**src/rtl/onectr_ctrl_pkg.sv**
```systemverilog
// Shared types for the one-counter control unit: FSM states, ALU opcodes,
// register-write source codes and the fixed register allocation.
package onectr_ctrl_pkg;

  typedef enum logic [3:0] {
    IDLE  = 4'd0,
    LOAD  = 4'd1,
    CLR   = 4'd2,
    ONE   = 4'd3,
    TEST  = 4'd4,
    INC   = 4'd5,
    SHIFT = 4'd6,
    DONE  = 4'd7,
    ERR   = 4'd8
  } state_t;

  typedef enum logic [2:0] {
    OP_PASSA = 3'b000,
    OP_ADD   = 3'b001,
    OP_SUB   = 3'b010,
    OP_AND   = 3'b011,
    OP_OR    = 3'b100,
    OP_SHR   = 3'b101,
    OP_SHL   = 3'b110,
    OP_ZERO  = 3'b111
  } alu_op_t;

  typedef enum logic [3:0] {
    WSEL_ALU    = 4'd0,
    WSEL_INPORT = 4'd1,
    WSEL_ONE    = 4'd2
  } wsel_t;

  localparam logic [3:0] R_OPND = 4'd0;
  localparam logic [3:0] R_CNT  = 4'd1;
  localparam logic [3:0] R_ONE  = 4'd2;

endpackage

```
**src/rtl/onectr_ctrl_fsm.sv**
```systemverilog
// Hardwired sequencer that counts set bits of the datapath input word by
// test/increment/shift loops, then drives the count onto the output port.
module onectr_ctrl_fsm
  import onectr_ctrl_pkg::*;
#(
  parameter int INPUTSIZE = 64
) (
  input  logic       clk,
  input  logic       rst,
  input  logic       start_i,
  input  logic       zero_i,
  input  logic       lsb_i,
  output logic [3:0] Sel,
  output logic       Wen,
  output logic [3:0] WA,
  output logic [3:0] RAA,
  output logic [3:0] RAB,
  output logic [2:0] Op,
  output logic       out_en_o,
  output logic       busy_o,
  output logic       done_o,
  output logic       error_o
);

  localparam int ITW = $clog2(INPUTSIZE + 1);
  localparam logic [ITW-1:0] ITER_MAX = ITW'(INPUTSIZE);

  state_t         state_q, state_d;
  logic [ITW-1:0] iter_q, iter_d;
  wsel_t          sel_c;
  alu_op_t        op_c;

  always_ff @(posedge clk) begin
    if (rst) begin
      state_q <= IDLE;
      iter_q  <= '0;
    end else begin
      state_q <= state_d;
      iter_q  <= iter_d;
    end
  end

  // Flags come straight from the datapath ALU in the same cycle; the
  // iteration guard only matters if zero_i never rises.
  always_comb begin
    state_d = state_q;
    iter_d  = iter_q;
    case (state_q)
      IDLE:  if (start_i) state_d = LOAD;
      LOAD:  state_d = CLR;
      CLR:   state_d = ONE;
      ONE: begin
        iter_d  = '0;
        state_d = TEST;
      end
      TEST:  state_d = lsb_i ? INC : SHIFT;
      INC:   state_d = SHIFT;
      SHIFT: begin
        if (iter_q != ITER_MAX) iter_d = iter_q + ITW'(1);
        if (zero_i)                  state_d = DONE;
        else if (iter_d == ITER_MAX) state_d = ERR;
        else                         state_d = TEST;
      end
      DONE:  state_d = IDLE;
      ERR:   state_d = IDLE;
      default: state_d = IDLE;
    endcase
  end

  always_comb begin
    sel_c    = WSEL_ALU;
    op_c     = OP_PASSA;
    Wen      = 1'b0;
    WA       = 4'd0;
    RAA      = 4'd0;
    RAB      = 4'd0;
    out_en_o = 1'b0;
    done_o   = 1'b0;
    error_o  = 1'b0;
    busy_o   = (state_q != IDLE);
    case (state_q)
      LOAD: begin
        Wen   = 1'b1;
        WA    = R_OPND;
        sel_c = WSEL_INPORT;
      end
      CLR: begin
        Wen  = 1'b1;
        WA   = R_CNT;
        op_c = OP_ZERO;
      end
      ONE: begin
        Wen   = 1'b1;
        WA    = R_ONE;
        sel_c = WSEL_ONE;
      end
      TEST: begin
        RAA  = R_OPND;
        RAB  = R_ONE;
        op_c = OP_AND;
      end
      INC: begin
        Wen  = 1'b1;
        WA   = R_CNT;
        RAA  = R_CNT;
        RAB  = R_ONE;
        op_c = OP_ADD;
      end
      SHIFT: begin
        Wen  = 1'b1;
        WA   = R_OPND;
        RAA  = R_OPND;
        op_c = OP_SHR;
      end
      DONE: begin
        RAA      = R_CNT;
        out_en_o = 1'b1;
        done_o   = 1'b1;
      end
      ERR:     error_o = 1'b1;
      default: ;
    endcase
  end

  assign Sel = sel_c;
  assign Op  = op_c;

endmodule

```
**config.mk**
```make
export PLATFORM = sky130hd
export DESIGN_NAME = onectr_ctrl_fsm
export DESIGN_NICKNAME = d
export VERILOG_FILES = /design/src/rtl/onectr_ctrl_pkg.sv /design/src/rtl/onectr_ctrl_fsm.sv
export SDC_FILE = /design/constraint.sdc
export NUM_CORES = 1
export LEC_CHECK = 0
export CAP_MARGIN = 20
export CORE_MARGIN = 4
export CORE_UTILIZATION = 46
export DETAILED_ROUTE_END_ITERATION = 6
export GPL_ROUTABILITY_DRIVEN = 0
export PLACE_DENSITY_LB_ADDON = 0.25
export SLEW_MARGIN = 30
export SYNTH_ARGS = -nofsm -noshare
export SYNTH_HDL_FRONTEND = slang
export SYNTH_SLANG_ARGS = --single-unit
export TNS_END_PERCENT = 5
```
**constraint.sdc**
```tcl
create_clock -name clk -period 2.1 [get_ports clk]
set_clock_uncertainty 0.05 [all_clocks]
set_input_delay 0.315 -clock clk [delete_from_list [all_inputs] [get_ports clk]]
set_output_delay 0.315 -clock clk [all_outputs]
set_load 0.05 [all_outputs]
```
# Word-level counts from Yosys, hierarchy flattened
# Index checks and enable logic that the tools add are counted.
word_totals:
  regBits: 11
  output_inout_bits: 24
  word_cells: 37
classes:
  add_sub_neg: 1
  n_eq_ne: 11
  n_mux: 16
  reduce_logical: 7
op_table:
  columns: ["cell", "count"]
  rows:
  - ["4-bit one-hot mux with 7 select lines", 1]
  - ["4-bit by 3-bit equality test with 1-bit output (second input constant)", 4]
  - ["7-bit 2-to-1 mux", 2]
  - ["7-bit one-hot mux with 2 select lines", 1]
  - ["4-bit 2-to-1 mux", 3]
  - ["3-bit one-hot mux with 4 select lines", 1]
  - ["4-bit by 2-bit equality test with 1-bit output (second input constant)", 2]
  - ["2-bit one-hot mux with 2 select lines", 2]
  - ["7-bit by 1-bit adder with 7-bit output (second input constant)", 1]
  - ["7-bit equality test (second input constant)", 1]
  - ["7-bit inequality test (second input constant)", 1]
  - ["2-bit OR reduction", 3]
  - ["5-bit OR reduction", 1]
  - ["4-bit by 1-bit equality test with 1-bit output (second input constant)", 1]
  - ["4-bit equality test (second input constant)", 1]
  - ["4-bit zero test", 1]
  - ["1-bit 2-to-1 mux", 4]
  - ["2-bit 2-to-1 mux", 2]
  - ["4-bit nonzero test", 1]
  - ["2-bit inequality test (second input constant)", 1]
  - ["2-bit nonzero test", 1]

# Logic depth before layout (Yosys ltp)
logic_depth:
  depth_word: 7
  mapped_depth: 6
  mapped_depth_nobuf: 6

# Worst setup path before layout
# OpenSTA, ideal clock, no wires.
synth_timing:
  kind: "reg2out"
  from: "reg state_q[1]"
  to: "out error_o"
  t_arrival_ns: 2.209
  t_required_ns: 1.735
  slack_ns: -0.474
  stages_incl_launch_ff: 4
  path_cell_list: "dfxtp_1 > buf_2 > clkbuf_1 > nor4_1"
synth_between:
  elab_chain_len: 2
synth_lines:
  columns: ["item", "line_no", "text"]
  rows:
  - ["start: declaration", "onectr_ctrl_fsm.sv:28", "state_t state_q, state_d;"]
  - ["start signal: assignment", "onectr_ctrl_fsm.sv:38", "state_q <= state_d;"]
  - ["4-bit equality test", "onectr_ctrl_fsm.sv:81", "case (state_q)"]
  - ["1-bit 2-to-1 mux", "onectr_ctrl_fsm.sv:81", null]
  - ["end: declaration", "onectr_ctrl_fsm.sv:22", "output logic error_o"]
# Every way passes these cells.

# Final worst setup path
layout_timing:
  from: "reg state_q[0]"
  to: "out done_o"
layout_between:
  elab_chain_len: 2
layout_lines:
  columns: ["item", "line_no", "text"]
  rows:
  - ["4-bit by 3-bit equality test with 1-bit output", "onectr_ctrl_fsm.sv:81", null]
  - ["1-bit 2-to-1 mux", "onectr_ctrl_fsm.sv:81", null]
  - ["end: declaration", "onectr_ctrl_fsm.sv:21", "output logic done_o,"]
# Every way passes these cells.

==> results.yml <==
pwr:
  peakVddDrop_mv: 0.386
  sequentialPowerShare_pct: 33.8
  swShare_pct: 40.6
  power_mw: 0.717
  internal-power_mw: 0.426
  p_comb_share_pct: 46.4
  p_leak_nw: 0.492
  netSwitchingPower_mw: 0.292
  pwr-share-clk_pct: 19.8
  power_density_nw_per_um2: 576
critical_path:
  critPathKind: "register to output pin"
  crit_required_ns: 1.74
  start_kind: "register"
  end_kind: "output pin"
  cp_max_fo: 16
  r2r-start: "iter_q[0]$_SDFFE_PP0P_"
  rrSetupSlack_ns: 0.24
  timing.rr.end: "state_q[3]$_SDFFE_PP0P_"
  critPathLaunch: "state_q[0]$_SDFFE_PP0P_"
  cp.arrival_ns: 1.64
  r2r.worst_path.cells: 5
final_layout:
  seqCellArea_um2: 221
  drive_above_1_share_pct: 19.7
  fin_nets: 145
  syn_to_final_growth_pct: 30.6
  multi_input_area_um2: 609
  fillers: 191
  antenna_cells: 0
grt:
  grt_max_degree: 17
  busiest_layer: "met2"
  met3_usage_pct: 5.63
  grt_usage_pct: 17.0
  grt_pass1_vias: 833
  met2_usage_pct: 27.1
  grt_pass1_wl_um: 3620
  use_met1_pct: 21.9
  antenna_found_initial: 0
  grt_overflow: 0
timing:
  setup_violations: 0
  rsz0062_at_grt: "false"
  hold_violations: 0
  tns_ns: 0
  worst_pin_slew_ns: 0.576
  slew_headroom_pct: 61.4
  fmax_mhz: 499
  min_period_ns: 2.00
  slew_violations: 0
  period_share_pct: 95.4
logic_synthesis:
  syn_area_um2: 953
  yosys.area_share.adder_pct: 2.62
  synthFlopType: "dfxtp_1"
  synth_edf_count: 0
  ys_seq_area_share_pct: 23.1
  synth_top_area_share_pct: 23.1
  synth_compound_area_share_pct: 22.8
  syn_inst: 124
  synth_top_family_by_area: "simple AND/OR/NAND/NOR gates"
  synth.mux.area_fraction_pct: 4.20
  ys_warn_count: 0
  synth_cell_types: 42
  synth-xor-area-share_pct: 4.59
  yosys.area_share.simple_pct: 25.1
  synthTopCellsByArea: "dfxtp_1 23%, buf_4 10%, nor2_1 5.5%, mux2i_1 4.2%, nand3_1 3.7%"
  ys_seq_elements: 11
  yosysTopAreaCell: "dfxtp_1"
  avgSynthCellArea_um2: 7.69
  synthArstFlopShare_pct: 0
status:
  status: "complete, no violations"
worst_hold_path:
  worstHoldEndpoint: "iter_q[6]$_SDFFE_PP0P_"
  holdPathStages: 1
  hold_class: "register to register"
  min-delay-start: "iter_q[6]$_SDFFE_PP0P_"
floorplan:
  die_w_um: 53.5
  core_um2: 1960
  fp.dieH_um: 53.5
  ios: 29
  dieArea_um2: 2860
  placementRows: 16
  initial_utilization_pct: 48.6
detailed_routing:
  drt_iter0_drc: 25
  vias: 889
  wl_per_cell_um: 13.2
  vias_per_cell: 5.42
  drc: 0
  ant_nets: 0
  drt_pass1_iterations: 4
  wirelength_um: 2160
clocking:
  cts_hold_buffers: 0
  clk_latency_ns: 0.27
  post_cts_buffers: 0
  cts_buffers: 3
  root_buffer: "clkbuf_4"
  clockBufferDepth: 2
  cts.sinks: 11
  htree_num_levels: 1
  cts_resized: 0
  cts_tree: "yes"
  cts.reportedPaths.clkPinSlew_ns: 0.07
placement:
  dp_hpwl_um: 1720
  io_buffers: 18
run:
  drv_cap: 0
## cells in the mapped netlist (all sizes together) (2+ instances only)
cell type,count
a22o,3
nor3,4
o21ai,4
nand2,7
o211ai,2
or2,2
a211oi,3
buf,17
nand3,7
xnor2,3
xor2,2
dfxtp,11
clkbuf,3
and3,2
a31oi,2
ha,2
mux2i,4
or4,2
nor2,14
nor4,2
a21o,4
a21oi,6
inv,5
## metrics by stage
| stage | cell area [µm²] | setup WS, ns | utilization (%) | hold WS [ns] | std cells |
|---|---|---|---|---|---|
| after floorplan | 993 | -0.327 | - | 0.380 | 133 |
| after global placement | 1220 | 0.269 | 62.1 | 0.425 | 160 |
| after detailed placement | 1220 | 0.260 | 62.1 | 0.447 | 160 |
| after CTS | 1240 | 0.0272 | 63.4 | 0.461 | 164 |
| after global routing | 1240 | 0.0154 | 63.5 | 0.502 | 164 |
| final | 1240 | 0.0960 | 63.5 | 0.457 | 164 |
## sequential cells by signal, summed over array words and instances (netlist names)
| signal | cells |
|---|---|
| iter_q | 7 |
| state_q | 4 |
## worst max-delay path by stage
stage / end / slack (ns) / depth (start not counted)
3_5_place_dp: state_q[3]$_SDFFE_PP0P_ / 0.26 / 5
4_1_cts: Op[1] / 0.03 / 4
6_report: done_o / 0.1 / 3
5_1_grt: done_o / 0.02 / 3
3_3_place_gp: state_q[3]$_SDFFE_PP0P_ / 0.27 / 5
2_1_floorplan: Op[0] / -0.33 / 4
## logic make-up after synthesis
family,count (synthesis)
adders and majority gates,2
muxes,4
xor gates and xnor gates,5
AOI/OAI and AO/OA,30
and+or+nand+nor,46
other,1
DFF,11
buffers and inverters,25
## critical path: stages (launching register included)
cell	delay [ns]
dfxtp_1	0.66
nand2_1	0.18
nor2_1	0.34
buf_12	0.19
## routing by layer
layer | share of wire (%) | vias up
met1 | 44 | 424
met4 | 0.55 | 0
met5 | 0 | -
met2 | 51 | 19
li1 | - | 444
met3 | 4.9 | 2
## power by group through the flow
stage | Sequential, mW | Combinational, mW | Clock, mW
after floorplan | 0.226 | 0.228 | 0
after global placement | 0.246 | 0.330 | 0
after detailed placement | 0.246 | 0.333 | 0
after CTS | 0.241 | 0.334 | 0.147
after global routing | 0.244 | 0.348 | 0.160
final | 0.243 | 0.333 | 0.142
## layout make-up
type	count	area share (%)
clock buffers	4	2.11
well taps	27	2.71
multi-input cells	97	48.9
flip-flops and latches	11	17.8
inverters	5	1.51
repair buffers	20	26.9
## layout by cell type (no fill, tap or decap), types with 2 or more instances in the layout
master / instances
ha_1: 2
xnor2_1: 3
xor2_1: 2
mux2i_1: 4
o21ai_0: 3
a22o_1: 3
a31oi_1: 2
conb_1: 10
nor2_1: 14
nor3_1: 4
clkdlybuf4s50_1: 4
nand2_1: 6
and3_1: 2
a21oi_1: 6
buf_4: 2
a21o_1: 4
a211oi_1: 2
clkbuf_4: 3
or2_2: 2
dfxtp_1: 10
nand3_1: 7
or4_1: 2
o211ai_1: 2
inv_1: 5
buf_12: 14
No activity file was read; power rests on OpenSTA's default activity.
